--- src/rtl/div_pkg.sv ---
// Shared types and helpers for the sequential divider.
// Provides the FSM state type and the result sign fix-up function.
package div_pkg;

  typedef enum logic [1:0] {
    ST_IDLE = 2'd0,
    ST_CALC = 2'd1,
    ST_DONE = 2'd2
  } div_state_e;

  localparam int DIV_MAXW = 64;

  // Applies a two's-complement negate to a magnitude when requested.
  // Callers truncate the result to their own width.
  function automatic logic [DIV_MAXW-1:0] fix_sign(
    input logic [DIV_MAXW-1:0] mag,
    input logic                neg
  );
    return neg ? (~mag + 64'd1) : mag;
  endfunction

endpackage

--- src/rtl/div_lzc.sv ---
// Leading-zero counter for the divider's early-exit pre-shift.
// Ports: i_val (WIDTH) value in, o_cnt leading zeros (WIDTH if zero).
module div_lzc
  import div_pkg::*;
#(
  parameter int WIDTH = 32
) (
  input  logic [WIDTH-1:0]             i_val,
  output logic [$clog2(WIDTH+1)-1:0]   o_cnt
);

  localparam int CW = $clog2(WIDTH + 1);

  // Scanning upward lets the highest set bit win.
  always_comb begin
    o_cnt = CW'(WIDTH);
    for (int i = 0; i < WIDTH; i++) begin
      if (i_val[i]) o_cnt = CW'(WIDTH - 1 - i);
    end
  end

endmodule

--- src/rtl/div_seq.sv ---
// Radix-2 restoring sequential divider, signed or unsigned, with cancel.
// Ports: clk, rst (async high); in_valid/in_ready, a, b, sign, cancel;
// out_valid/out_ready, quotient, remainder, div_by_zero, busy.
// Macro DIV_SEQ_EARLY_EXIT_EN: skip leading-zero dividend bits.
module div_seq
  import div_pkg::*;
#(
  parameter int WIDTH = 32
) (
  input  logic             clk,
  input  logic             rst,
  input  logic             in_valid,
  output logic             in_ready,
  input  logic [WIDTH-1:0] a,
  input  logic [WIDTH-1:0] b,
  input  logic             sign,
  input  logic             cancel,
  output logic             out_valid,
  input  logic             out_ready,
  output logic [WIDTH-1:0] quotient,
  output logic [WIDTH-1:0] remainder,
  output logic             div_by_zero,
  output logic             busy
);

  localparam int CW = $clog2(WIDTH + 1);

  div_state_e       r_state;
  logic [WIDTH-1:0] r_rem;
  logic [WIDTH-1:0] r_quo;
  logic [WIDTH-1:0] r_div;
  logic [CW-1:0]    r_cnt;
  logic             r_neg_q;
  logic             r_neg_r;
  logic             r_dbz;
  logic [WIDTH-1:0] r_q_out;
  logic [WIDTH-1:0] r_r_out;

  logic             w_idle;
  logic             w_accept;
  logic             w_a_neg;
  logic             w_b_neg;
  logic             w_b_zero;
  logic [WIDTH-1:0] w_a_mag;
  logic [WIDTH-1:0] w_b_mag;
  logic [WIDTH-1:0] w_a_init;
  logic [CW-1:0]    w_cnt_init;
  logic [WIDTH:0]   w_part;
  logic [WIDTH:0]   w_sub;
  logic             w_ge;
  logic [WIDTH-1:0] w_rem_nx;
  logic [WIDTH-1:0] w_quo_nx;
  logic             w_last;
  logic [WIDTH-1:0] w_q_fix;
  logic [WIDTH-1:0] w_r_fix;

  assign w_idle   = (r_state == ST_IDLE);
  assign w_accept = in_valid & w_idle;
  assign w_a_neg  = sign & a[WIDTH-1];
  assign w_b_neg  = sign & b[WIDTH-1];
  assign w_b_zero = (b == '0);
  assign w_a_mag  = w_a_neg ? (~a + 1'b1) : a;
  assign w_b_mag  = w_b_neg ? (~b + 1'b1) : b;

`ifdef DIV_SEQ_EARLY_EXIT_EN
  logic [CW-1:0] w_lz;

  div_lzc #(
    .WIDTH (WIDTH)
  ) u_lzc (
    .i_val (w_a_mag),
    .o_cnt (w_lz)
  );

  // Leading zeros would only shift zero quotient bits in, so skip them.
  // A zero dividend still takes one pass to leave a clean remainder.
  assign w_a_init   = w_a_mag << w_lz;
  assign w_cnt_init = (w_lz == CW'(WIDTH)) ? CW'(1)
                                           : CW'(WIDTH) - w_lz;
`else
  assign w_a_init   = w_a_mag;
  assign w_cnt_init = CW'(WIDTH);
`endif

  // Partial remainder is always below twice the divisor, so WIDTH+1
  // bits hold it and the top bit of the difference is the borrow.
  assign w_part   = {r_rem, r_quo[WIDTH-1]};
  assign w_sub    = w_part - {1'b0, r_div};
  assign w_ge     = ~w_sub[WIDTH];
  assign w_rem_nx = w_ge ? w_sub[WIDTH-1:0] : w_part[WIDTH-1:0];
  assign w_quo_nx = {r_quo[WIDTH-2:0], w_ge};
  assign w_last   = (r_cnt == CW'(1));

  assign w_q_fix = WIDTH'(fix_sign(DIV_MAXW'(w_quo_nx), r_neg_q));
  assign w_r_fix = WIDTH'(fix_sign(DIV_MAXW'(w_rem_nx), r_neg_r));

  always_ff @(posedge clk or posedge rst) begin
    if (rst) begin
      r_state <= ST_IDLE;
      r_rem   <= '0;
      r_quo   <= '0;
      r_div   <= '0;
      r_cnt   <= '0;
      r_neg_q <= 1'b0;
      r_neg_r <= 1'b0;
      r_dbz   <= 1'b0;
      r_q_out <= '0;
      r_r_out <= '0;
    end else begin
      unique case (r_state)
        ST_IDLE: begin
          if (w_accept) begin
            r_neg_q <= w_a_neg ^ w_b_neg;
            r_neg_r <= w_a_neg;
            r_div   <= w_b_mag;
            r_rem   <= '0;
            r_quo   <= w_a_init;
            r_cnt   <= w_cnt_init;
            r_dbz   <= w_b_zero;
            if (w_b_zero) begin
              r_q_out <= '1;
              r_r_out <= a;
              r_state <= ST_DONE;
            end else begin
              r_state <= ST_CALC;
            end
          end
        end
        ST_CALC: begin
          if (cancel) begin
            r_state <= ST_IDLE;
          end else begin
            r_rem <= w_rem_nx;
            r_quo <= w_quo_nx;
            r_cnt <= r_cnt - CW'(1);
            if (w_last) begin
              r_q_out <= w_q_fix;
              r_r_out <= w_r_fix;
              r_state <= ST_DONE;
            end
          end
        end
        ST_DONE: begin
          if (cancel | out_ready) r_state <= ST_IDLE;
        end
        default: r_state <= ST_IDLE;
      endcase
    end
  end

  assign in_ready    = w_idle;
  assign busy        = ~w_idle;
  assign out_valid   = (r_state == ST_DONE);
  assign quotient    = r_q_out;
  assign remainder   = r_r_out;
  assign div_by_zero = r_dbz;

endmodule
--- config.mk ---
export PLATFORM = sky130hd
export DESIGN_NAME = div_seq
export DESIGN_NICKNAME = d
export VERILOG_FILES = /design/src/rtl/div_pkg.sv /design/src/rtl/div_lzc.sv /design/src/rtl/div_seq.sv
export SDC_FILE = /design/constraint.sdc
export NUM_CORES = 1
export LEC_CHECK = 0
export BUFFER_PORTS_ARGS = -buffer_cell sky130_fd_sc_hd__buf_2
export CAP_MARGIN = 20
export CORE_MARGIN = 4
export CORE_UTILIZATION = 60
export DETAILED_ROUTE_END_ITERATION = 7
export HOLD_SLACK_MARGIN = 0.03
export PLACE_DENSITY = 0.81
export SYNTH_ARGS = -nofsm -noshare
export SYNTH_HDL_FRONTEND = slang
export SYNTH_SLANG_ARGS = --single-unit
--- constraint.sdc ---
create_clock -name clk -period 11.2 [get_ports clk]
set_clock_uncertainty 0.05 [all_clocks]
set_input_delay 1.12 -clock clk [delete_from_list [all_inputs] [get_ports clk]]
set_output_delay 1.12 -clock clk [all_outputs]
set_load 0.02 [all_outputs]
==> impl_metrics.json, run 1 <==
{
  "finalSetupViolations": 0,
  "grt_start_max_net_pins": 109,
  "hold-path-endpoint": "r_div[9]",
  "startpoint_type": "flop",
  "tightestPinTransition_ns": 1.02,
  "worstPathBufferInverterCount": 4,
  "crit_chain": "inv_1, ha_1, inv_1, fa_1, a211oi_2, o21a_2, a2111o_1, a31oi_2, o2bb2ai_2, xnor2_4, buf_4, inv_4, mux2i_1, ha_1, nand2_1, or3_1, or3_1, nor2_1, mux2i_1, o41ai_2, o21ai_1, or3_1, nand4_1",
  "timing.final.crit_period_ns": 6.34,
  "yosysSeqAreaShare": 0.343,
  "synth_most_common_cell": "nand2_1",
  "dr.pass1.iters": 7,
  "wl_per_cell_um": 17.3,
  "die-height_um": 152,
  "cts_buffers": 17,
  "max_slew_margin": 0.321,
  "finalSetupTns_ns": 0,
  "yosys_warnings": 0,
  "preCtsSetupSlack_ns": 4.92,
  "wirelength_um": 33700,
  "rsz0062_at_grt": "no",
  "vias": 11800,
  "antenna_found_initial": 1,
  "drv.max_cap_violation_count": 0,
  "hold_ws_ns": 0.430,
  "reg2reg_to": "remainder[30]",
  "cp-end-kind": "flop",
  "ys_types": 77,
  "place_hpwl_um": 25000,
  "synthCells": 1584,
  "final_layout_size_suffix_gt1_frac": 0.127,
  "via_per_inst": 6.03,
  "postCtsSetupRepairBufs": 0,
  "rr_worst_depth": 23,
  "placed_cell_area_um2": 13300,
  "grt.total_usage": 0.287,
  "grt_overflow_total": 0,
  "stdcell_count": 1951,
  "holdPathStages": 2,
  "yosysTopAreaCell": "dfrtp_1",
  "grt_pass1_wl_um": 55600,
  "crit_family": "compound AO/OA/AOI/OAI gates",
  "synth_seq_cells": 171,
  "cpMostUsedCell": "or3_1",
  "arrival_ns": 6.66,
  "pwr_density_cell_nw_per_um2": 328,
  "ir_drop_v": 0.000151,
  "htree_levels": 4,
  "crit_required_ns": 11.53,
  "min_path_type": "flop to flop",
  "synth_top_area_frac": 0.343,
  "ys_top_cells_by_area": "dfrtp_1 (34%), o21ai_0 (7.2%), nand2_1 (6.3%)",
  "tritoncts": "yes",
  "avgSynthCellArea_um2": 7.87,
  "final_area_um2": 13900,
  "area_growth_syn_to_layout_pct": 11.5,
  "critical_path.max_stage_delay_ns": 0.61,
  "final_util": 0.683,
  "start_util": 0.612,
  "drc_errors": 0,
  "die_width_um": 152,
  "final-hold-violation-count": 0,
  "cts_num_sinks": 171,
  "regToRegSetupSlack_ns": 4.86,
  "globalplace.congestion": 0.930,
  "status": "completed",
  "critPathMaxFanout": 54,
  "maxSlewViolCount": 0,
  "timing.final.ws_setup_ns": 4.86,
  "synth-edff-count": 0,
  "cts-root-buf": "clkbuf_16",
  "synth_flop_cell": "dfrtp_1",
  "dp.cells": 1916,
  "power_mw": 4.57,
  "synth-async-reset-ratio": 1.00,
  "crit_type": "flop to flop",
  "min_from": "r_div[9]",
  "ctsResizeCount": 0,
  "synth_area_um2": 12500,
  "synth_common_cells": "nand2_1 (209), nor2_1 (179), o21ai_0 (179)",
  "crit_slowest_cell": "o41ai_2",
  "core_area_um2": 20400,
  "leakagePower_nw": 6.08,
  "clk_latency_ns": 0.44,
  "synth_nets": 1693,
  "clock_path_buffers": 2,
  "final_nets": 1776,
  "ant_nets": 0,
  "grt_pass1_vias": 10800,
  "rr_startpoint": "r_quo[31]",
  "rows": 52,
  "cts.reportedPaths.clkPinSlew_ns": 0.08,
  "io_buffer_count": 137,
  "num_io_pins": 138,
  "fmax_mhz": 158,
  "die_area_um2": 23200,
  "hold_buffers": 0,
  "finalCritPeriodShare": 0.566,
  "initialDrtViolationCount": 961
}
[cell families after synthesis]
group,Yosys count,share of synthesized area
AND/OR/NAND/NOR,569,0.208
buffers and inverters,140,0.0436
adder cells (fa/ha/maj),39,0.0397
flip-flops,171,0.343
AO/OA/AOI/OAI,493,0.239
XOR/XNOR,130,0.0928
multiplexers,42,0.0342
[layout by cell type (no fill, tap or decap), drive strengths merged, types with 33 or more instances in the layout]
cell and instances:
dfrtp 171, nor2 179, xnor2 45, a21oi 135
a31oi 45, xor2 85, o21ai 189, mux2i 37
inv 60, ha 38, or3 33, nand2 209
buf 149
[worst max path at each step]
stage,slack (ns),start,cells past startpoint,to
6_report,4.86,r_quo[31],23,remainder[30]
5_1_grt,4.42,r_quo[31],23,remainder[22]
4_1_cts,4.90,r_quo[31],23,remainder[30]
3_5_place_dp,4.92,r_quo[31],23,remainder[30]
3_3_place_gp,5.12,r_quo[31],23,remainder[30]
2_1_floorplan,5.40,rst,1,div_by_zero
[metal layers]
layer,global-route usage,share of wire,up-vias
met5,0,0,-
met4,0.0805,0.025,0
met3,0.0417,0.069,50
met2,0.459,0.45,435
met1,0.412,0.45,5476
li1,-,-,5801
[where the power goes]
group / internal, mW / switching [mW] / total [mW]
clock: 0.299 / 0.289 / 0.588
combinational: 1.02 / 1.82 / 2.84
sequential: 0.883 / 0.256 / 1.14
total: 2.20 / 2.36 / 4.57
[registers in the layout, indices dropped and copies added, names as in the netlist]
signal and flops:
r_neg_q 1, r_cnt 6, r_state 2, r_div 32, div_by_zero 1, quotient 32, r_rem 32, r_quo 32
remainder 32, r_neg_r 1
[cell type report]
class                      count  area, µm²
fill                        1724       6450
sequential                   171       4280
clock buffer                  18        429
clock inverter                14        155
multi-input combinational   1273       7680
timing repair buffer         149        816
inverter                      55        214
tap                          270        338
antenna                        1       2.50
[tightest hold or removal path: cells and delay by family, from the launching register on]
family,cells,cell delay [ns]
AOI/OAI and AO/OA,1,0.06
DFF,1,0.34
and+or+nand+nor,1,0.05
No activity file was read; power rests on OpenSTA's default activity.
==> inputs of run 2 (changes only) <==
Settings changed: CORE_UTILIZATION 60 to 54, PLACE_DENSITY 0.81 to 0.77.
Clock period 11.2 ns to 5.77 ns, I/O delays scaled along.
==> run 2 against run 1 <==
  * Maximum frequency rose by 17%
  * Clock-buffer cell count grew 1
  * Setup slack lost 4.5 ns
  * Utilization shrank 6.9 points
  * Global-route usage decreased by 2.4 points
  * Die area rose by 11%
  * Non-clock buffer count grew 4
  * Largest cell class unchanged
==> impl_metrics.json, run 2 (synthesis results as in run 1) <==
{
  "drv.max_cap_violation_count": 0,
  "leakagePower_nw": 6.09,
  "crit_type": "flop to flop",
  "hold_buffers": 0,
  "core_area_um2": 22700,
  "arrival_ns": 5.73,
  "die-height_um": 160,
  "clk_latency_ns": 0.43,
  "start_util": 0.549,
  "finalCritPeriodShare": 0.938,
  "fmax_mhz": 185,
  "final_util": 0.615,
  "tritoncts": "yes",
  "final_cell_mix": "nand2_1 (208), o21ai_0 (179), nor2_1 (178), dfrtp_1 (171), buf_2 (137)",
  "finalSetupViolations": 0,
  "wl_per_cell_um": 17.3,
  "grt.total_usage": 0.264,
  "final-hold-violation-count": 0,
  "dp.cells": 1933,
  "antenna_found_initial": 0,
  "initialDrtViolationCount": 993,
  "startpoint_type": "flop",
  "num_io_pins": 138,
  "grt_pass1_wl_um": 55800,
  "max_slew_margin": 0.359,
  "final_layout_size_suffix_gt1_frac": 0.131,
  "via_per_inst": 5.96,
  "maxSlewViolCount": 0,
  "p_sw_mw": 4.62,
  "power_frac_seq": 0.249,
  "cts.reportedPaths.clkPinSlew_ns": 0.07,
  "p_comb_frac": 0.625,
  "grt_pass1_vias": 10900,
  "globalplace.congestion": 0.927,
  "htree_levels": 4,
  "cp-end-kind": "flop",
  "mostFrequentLayoutCell": "nand2_1",
  "status": "completed",
  "cts_num_sinks": 171,
  "grt_start_max_net_pins": 93,
  "crit_required_ns": 6.09,
  "die_width_um": 160,
  "timing.final.crit_period_ns": 5.41,
  "ant_nets": 0,
  "dr.pass1.iters": 5,
  "cts_buffers": 17,
  "place_hpwl_um": 25600,
  "ir_drop_v": 0.000331,
  "finalSetupTns_ns": 0,
  "tightestPinTransition_ns": 0.962,
  "cts-root-buf": "clkbuf_16",
  "swShare": 0.516,
  "critPathMaxFanout": 6,
  "io_buffer_count": 137,
  "min_path_type": "input pin to async pin",
  "clock_path_buffers": 2,
  "pwr_density_cell_nw_per_um2": 641,
  "wirelength_um": 34000,
  "area_growth_syn_to_layout_pct": 11.9,
  "antenna_cells": 0,
  "stdcell_count": 1969,
  "vias": 11700,
  "power.clock.fraction": 0.126,
  "internal_power_mw": 4.33,
  "drc_errors": 0,
  "rows": 55,
  "grt_overflow_total": 0,
  "die_area_um2": 25600,
  "final_nets": 1780
}
## run 2: cell types whose count changed in the layout (fill, tap and decap cells not counted), sizes merged
cell,delta
buf,+4
clkinv,-2
clkinvlp,+2
clkbuf,+1
diode,-1
inv,-1
## run 2: cell type report
cell class | instances | area [µm²]
clock inverters | 13 | 131
repair buffers | 153 | 833
inverters | 55 | 214
well taps | 285 | 357
multi-input cells | 1273 | 7690
flip-flops and latches | 171 | 4280
fillers | 2050 | 8750
clock buffers | 19 | 453
## run 2: final timing paths
kind	cells after the start	startpoint	to	slack, ns
worst min-delay path	2	rst	r_quo[6]	0.1
max in group asynchronous	3	rst	r_div[22]	4.25
worst max-delay path	22	r_quo[31]	remainder[30]	0.36
worst min register to register	2	remainder[0]	remainder[0]	0.43
worst max register to register	22	r_quo[31]	remainder[30]	0.36
min in group clk	3	b[1]	r_div[1]	0.38
## run 2: power by group through the flow
stage          clock, mW  combinational [mW]  sequential, mW
6_report            1.13                5.59            2.22
5_1_grt             1.20                6.19            2.30
4_1_cts             1.15                5.48            2.21
3_5_place_dp           0                5.43            2.23
3_3_place_gp           0                5.36            2.19
2_1_floorplan          0                3.95            2.33
## run 2: per-layer routing
layer  vias to the layer above  part of all wire  global-route usage
met5                         -                 0                   0
met4                         0             0.024              0.0817
met3                        60             0.058              0.0354
met2                       402              0.45               0.419
met1                      5492              0.46               0.376
li1                       5777                 -                   -
## run 2: critical path: stages (launching register included)
cell and delay (ns):
dfrtp_1 0.42, inv_1 0.07, ha_1 0.15, inv_1 0.05, fa_1 0.41, a211oi_2 0.33
o21a_2 0.27, a2111o_1 0.21, a31oi_2 0.13, o2bb2ai_2 0.25, xnor2_4 0.17, inv_4 0.08
mux2i_1 0.28, ha_1 0.23, nand2_1 0.07, or3_1 0.35, or3_1 0.35, nor2_1 0.10
mux2i_1 0.12, o41ai_2 0.57, o21ai_1 0.19, or3_1 0.40, nand4_1 0.09
## run 2: metrics by stage
| step | setup slack (ns) | total power [mW] | cell area (µm²) | hold slack (ns) |
|---|---|---|---|---|
| 5_1_grt | -0.00197 | 9.69 | 14000 | 0.128 |
| 2_1_floorplan | 0.493 | 6.29 | 12500 | 0.400 |
| 6_report | 0.358 | 8.95 | 14000 | 0.0974 |
| 3_5_place_dp | 0.382 | 7.67 | 13300 | 0.421 |
| 4_1_cts | 0.323 | 8.84 | 13900 | 0.105 |
| 3_3_place_gp | 0.490 | 7.55 | 13300 | 0.411 |
## run 2: timing repair
action | 4_1_cts | 5_1_grt
setup endpoints to repair | 0 | 2
endpoints found under the hold margin | 0 | 0
setup buffers | 0 | 3
gates resized for setup | 0 | 2
